## config.mk

```make
export PLATFORM = sky130hd
export DESIGN_NAME = bank_write_controller
export DESIGN_NICKNAME = d
export VERILOG_FILES = /design/src/rtl/bank_write_controller.sv
export SDC_FILE = /design/constraint.sdc
export NUM_CORES = 1
export LEC_CHECK = 0
export CAP_MARGIN = 15
export CORE_MARGIN = 10
export CORE_UTILIZATION = 40
export DETAILED_ROUTE_END_ITERATION = 8
export GPL_ROUTABILITY_DRIVEN = 0
export PLACE_DENSITY = 0.68
export SYNTH_ARGS = -nofsm -noshare
export SYNTH_HDL_FRONTEND = slang
export SYNTH_SLANG_ARGS = --single-unit
export TNS_END_PERCENT = 30
```

## constraint.sdc

```tcl
create_clock -name clk -period 4.1 [get_ports clk]
set_clock_uncertainty 0.05 [all_clocks]
set_input_delay 1.025 -clock clk [delete_from_list [all_inputs] [get_ports clk]]
set_output_delay 1.025 -clock clk [all_outputs]
set_load 0.02 [all_outputs]
```

## src/rtl/bank_write_controller.sv

```systemverilog
// bank_write_controller: debounced push-button writer for four 8-bit banks.
// The raw button is synchronized, debounced by a small FSM, and each accepted
// press writes sw_data into the bank chosen by sel exactly once. The selected
// (or scanned) bank is shown on led through a register.
//
// Optional build macro AUTO_SCAN_EN: when defined, the displayed bank rotates
// A->B->C->D every SCAN_CYCLES cycles instead of following sel.
//
// state   | meaning
// --------+------------------------------------------------------------
// IDLE    | waiting for the synchronized button to go high
// PRESS   | button high, counting stable cycles before accepting the press
// WRITE   | single cycle: bank[sel] <= sw_data, write_strobe asserted
// RELEASE | waiting for the button to stay low long enough to re-arm
module bank_write_controller #(
    parameter int unsigned DEBOUNCE_CYCLES = 4,
    parameter int unsigned SCAN_CYCLES     = 8
) (
    input  logic       clk,
    input  logic       reset,
    input  logic [7:0] sw_data,
    input  logic [1:0] sel,
    input  logic       btn,
    output logic [7:0] led,
    output logic [1:0] bank_idx,
    output logic       write_strobe,
    output logic       busy
);

    localparam logic [15:0] DEB_LAST = 16'(DEBOUNCE_CYCLES - 1);

    typedef enum logic [1:0] {
        IDLE    = 2'd0,
        PRESS   = 2'd1,
        WRITE   = 2'd2,
        RELEASE = 2'd3
    } state_t;

    state_t      state_q, state_d;
    logic [15:0] cnt_q, cnt_d;
    logic        sync1_q, sync2_q;
    logic        btn_s;
    logic [7:0]  bank_q [4];
    logic [7:0]  led_q;
    logic [1:0]  idx_q;

    // Out-of-range parameters are rejected at elaboration time.
    generate
        if (DEBOUNCE_CYCLES < 2 || DEBOUNCE_CYCLES > 65535 ||
            SCAN_CYCLES < 2 || SCAN_CYCLES > 65535) begin : g_bad_param
            $error("bank_write_controller: DEBOUNCE_CYCLES/SCAN_CYCLES out of range 2..65535");
        end
    endgenerate

    // Two-flop synchronizer for the asynchronous button.
    always_ff @(posedge clk or posedge reset) begin
        if (reset) begin
            sync1_q <= 1'b0;
            sync2_q <= 1'b0;
        end else begin
            sync1_q <= btn;
            sync2_q <= sync1_q;
        end
    end

    assign btn_s = sync2_q;

    // FSM state and stability counter registers.
    always_ff @(posedge clk or posedge reset) begin
        if (reset) begin
            state_q <= IDLE;
            cnt_q   <= '0;
        end else begin
            state_q <= state_d;
            cnt_q   <= cnt_d;
        end
    end

    // Debounce next-state logic; a held button parks in RELEASE so it can
    // never produce a second write.
    always_comb begin
        state_d = state_q;
        cnt_d   = cnt_q;
        case (state_q)
            IDLE: begin
                if (btn_s) begin
                    state_d = PRESS;
                    cnt_d   = '0;
                end
            end
            PRESS: begin
                if (!btn_s) begin
                    state_d = IDLE;
                    cnt_d   = '0;
                end else if (cnt_q == DEB_LAST) begin
                    state_d = WRITE;
                    cnt_d   = '0;
                end else begin
                    cnt_d = cnt_q + 16'd1;
                end
            end
            WRITE: begin
                state_d = RELEASE;
                cnt_d   = '0;
            end
            RELEASE: begin
                if (btn_s) begin
                    cnt_d = '0;
                end else if (cnt_q == DEB_LAST) begin
                    state_d = IDLE;
                    cnt_d   = '0;
                end else begin
                    cnt_d = cnt_q + 16'd1;
                end
            end
            default: begin
                state_d = IDLE;
                cnt_d   = '0;
            end
        endcase
    end

    // Bank storage: sel and sw_data are only looked at on the edge leaving WRITE.
    always_ff @(posedge clk or posedge reset) begin
        if (reset) begin
            for (int i = 0; i < 4; i++) begin
                bank_q[i] <= 8'h00;
            end
        end else if (state_q == WRITE) begin
            bank_q[sel] <= sw_data;
        end
    end

`ifdef AUTO_SCAN_EN
    logic [15:0] scan_q;
    localparam logic [15:0] SCAN_LAST = 16'(SCAN_CYCLES - 1);

    // Free-running scan: dwell SCAN_CYCLES on each bank, then advance.
    always_ff @(posedge clk or posedge reset) begin
        if (reset) begin
            scan_q <= '0;
            idx_q  <= 2'd0;
        end else if (scan_q == SCAN_LAST) begin
            scan_q <= '0;
            idx_q  <= idx_q + 2'd1;
        end else begin
            scan_q <= scan_q + 16'd1;
        end
    end
`else
    // Displayed bank follows sel with one cycle of latency.
    always_ff @(posedge clk or posedge reset) begin
        if (reset) begin
            idx_q <= 2'd0;
        end else begin
            idx_q <= sel;
        end
    end
`endif

    // Registered display; a bank written this cycle appears on the next one.
    always_ff @(posedge clk or posedge reset) begin
        if (reset) begin
            led_q <= 8'h00;
        end else begin
            led_q <= bank_q[idx_q];
        end
    end

    assign led          = led_q;
    assign bank_idx     = idx_q;
    assign write_strobe = (state_q == WRITE);
    assign busy         = (state_q != IDLE);

endmodule

```

==> out/results.ini <==
[critical_path]
critical_path_required_ns = 3.02
crit_arrival_ns = 1.74
cp-end-kind = primary output
cpPeakStageDelay_ns = 0.71
slowest_stage = clkdlybuf4s50_1
cp-start-kind = flop
crit_chain = clkdlybuf4s50_1
path_max_fanout = 9
crit_type = reg2out
cp_top_family = buffers and inverters
cp_num_buf_inv = 1

[floorplanning]
pin_count = 25
die_height_um = 103.4
core_region_area_mm2 = 0.006794
die_x_um = 103.4
core.rowCount = 30
start_util_pct = 40.94
dieArea_mm2 = 0.01069

[power_and_ir_drop]
power_frac_comb_pct = 27.1
p_total_mw = 1.993
seq_power_share_pct = 46.0
p_per_area_mw_per_mm2 = 601.0
p_int_mw = 1.405
power.net_switching_mw = 0.5875
peakVddDrop_v = 0.0003153
p_clk_share_pct = 26.9
swShare_pct = 29.48
p_leak_nw = 1.438

[place]
post-dp-hpwl_um = 3566
port-buffer-count = 24

[timing]
slew_violations = 0
rsz0062_at_grt = no
finalSetupViolCount = 0
fin_crit_sh_pct = 68.64
setup-tns-final_ns = 0
worst_slew_pin_slew_ns = 0.7973
min_period_ns = 2.814
slew_headroom_pct = 46.44
clock.fmax_mhz = 355.3
hold_viol_final = 0

[flow_run]
drv_cap = 0

[synthesis]
ys_warn_count = 0
syn_nets = 216
synth.cell_area_mm2 = 0.002781
ys_seq_area_share_pct = 55.78
synth_cell_type_count = 41
postSynthAreaPerCell_um2 = 13.77
synthCells = 202
ys_ff_latch = 62

[routing]
wl_met3_um = 251
avgViaCountPerCell = 5.323
top_layer = met4
wl_met2_um = 2452
drc_errors = 0
drt_iter0_drc = 76
ant_nets = 0
wl_per_cell_um = 16.13
drt-met1-wl_um = 2491
drt_pass1_iterations = 5
dr_total_vias = 1762
drt_wl_total_um = 5340

[global_routing]
grt_pass1_wl_um = 8956
grt-ovfl-total = 0
grt_max_degree = 63
antenna_found_initial = 0
grt_pass1_vias = 1722
grt_usage_pct = 10.98

[layout]
area_delta_synth_final_pct = 19.21
drive_above_1_share_pct = 27.66
fin_util_pct = 48.80
layout.nets = 244
fillCellCount = 591
insertedDiodeCount = 0

[clock_tree]
clock_latency_ns = 0.34
clkTransAtPathRegs_ns = 0.07
cts_hold_buf = 0
cts_tree = yes
clock-root-buffer = clkbuf_8
cts_buffers = 9
cts.repair.resized = 0
cts_buffer_depth = 2
htreeDepth = 3
clock-sinks = 62
cts_setup_buffers = 0

[outcome]
status = finished, final reports clean

[worst_hold_path]
hp-class = reg2reg

## cells by family after synthesis
kind of cell	Yosys count	synth area share, %
and+or+nand+nor	58	13.14
adders and majority gates	2	0.8097
AOI/OAI and AO/OA	25	7.693
buffers and inverters	10	1.484
xor gates and xnor gates	4	1.260
DFF	62	55.78
muxes	41	19.84
## through the flow
step	std cells	setup WS, ns	instance area, um2	hold WS, ns
2_1_floorplan	202	1.484	2781	0.2812
3_3_place_gp	315	1.437	3115	0.2885
3_5_place_dp	315	1.380	3115	0.2913
4_1_cts	331	1.220	3316	0.3064
5_1_grt	331	1.149	3316	0.3203
6_report	331	1.286	3316	0.3036
## layout by cell type (no fill, tap or decap), types with 5 or more instances in the layout
| cell | n |
|---|---|
| a22o_1 | 7 |
| clkbuf_8 | 10 |
| clkdlybuf4s50_1 | 24 |
| dfrtp_1 | 62 |
| mux2_2 | 33 |
| mux4_2 | 8 |
| nand2_1 | 9 |
| nor3_1 | 5 |
| nor3b_1 | 5 |
| nor4_1 | 6 |
| o31ai_1 | 5 |
## layer usage
layer / vias to the layer above / track usage (%)
met5: - / 0
met1: 884 / 14.90
met4: 0 / 7.059
li1: 833 / -
met3: 9 / 2.724
met2: 36 / 15.20
## registers in the layout, summed over array words and instances, names as in the netlist, named ones only
signal    cells
bank_q       32
btn_s         1
sync1_q       1
state_q       1
cnt_q        16
bank_idx      2
led           8
## power groups by stage
| stage | Sequential [mW] | Clock (mW) | Combinational (mW) |
|---|---|---|---|
| after CTS | 0.918 | 0.552 | 0.548 |
| after detailed placement | 0.931 | 0 | 0.545 |
| after global placement | 0.920 | 0 | 0.531 |
| final | 0.916 | 0.537 | 0.540 |
| after global routing | 0.944 | 0.579 | 0.586 |
| after floorplan | 0.942 | 0 | 0.340 |
## worst paths after layout
path / startpoint / cells past startpoint / slack, ns / end
worst max-delay path: bank_idx[0]$_DFF_PP0_ / 1 / 1.29 / bank_idx[0]
worst min register to register: sync1_q$_DFF_PP0_ / 0 / 0.30 / btn_s$_DFF_PP0_
min in group asynchronous: reset / 3 / 1.17 / bank_q[17]$_DFFE_PP0P_
worst min-delay path: sync1_q$_DFF_PP0_ / 0 / 0.30 / btn_s$_DFF_PP0_
worst max register to register: cnt_q[0]$_DFFE_PP0N_ / 5 / 1.67 / cnt_q[2]$_DFFE_PP0N_
max in group asynchronous: reset / 3 / 2.31 / cnt_q[13]$_DFFE_PP0N_
## area by class of cell
type                            count  area [um2]  share of cell area, %
Sequential cell                    62        1551                  46.79
Clock inverter                      5       58.81                  1.774
Clock buffer                       11       141.4                  4.264
Timing Repair Buffer               25       247.7                  7.472
Inverter                            2       7.507                 0.2264
Multi-Input combinational cell    130        1189                  35.85
Tap cell                           96       120.1                  3.623
## Yosys cell counts (all sizes together)
cell type	n	share of area [%]
and2	3	0.67
xor2	2	0.63
and3	3	0.67
and3b	1	0.31
a22o	7	2.2
nand4	5	1.3
xnor2	2	0.63
buf	4	0.67
nor3	5	0.90
nor2b	1	0.23
a21o	1	0.27
maj3	1	0.36
inv	2	0.27
clkbuf	4	0.54
o22a	2	0.63
o31ai	5	1.3
o21a	4	1.1
a31o	1	0.31
nand2b	2	0.45
dfrtp	62	56
mux2	33	13
mux4	8	6.5
or3	1	0.23
o41ai	1	0.58
o311ai	4	1.3
nand3	4	0.90
ha	1	0.45
or4	1	0.40
nor3b	6	1.8
or2	1	0.23
nor4	6	1.3
nor4b	2	0.63
and2b	2	0.54
and4	2	0.63
nand2	9	1.2
nor2	4	0.63
Note: power is estimated with default switching activity, not from simulation.
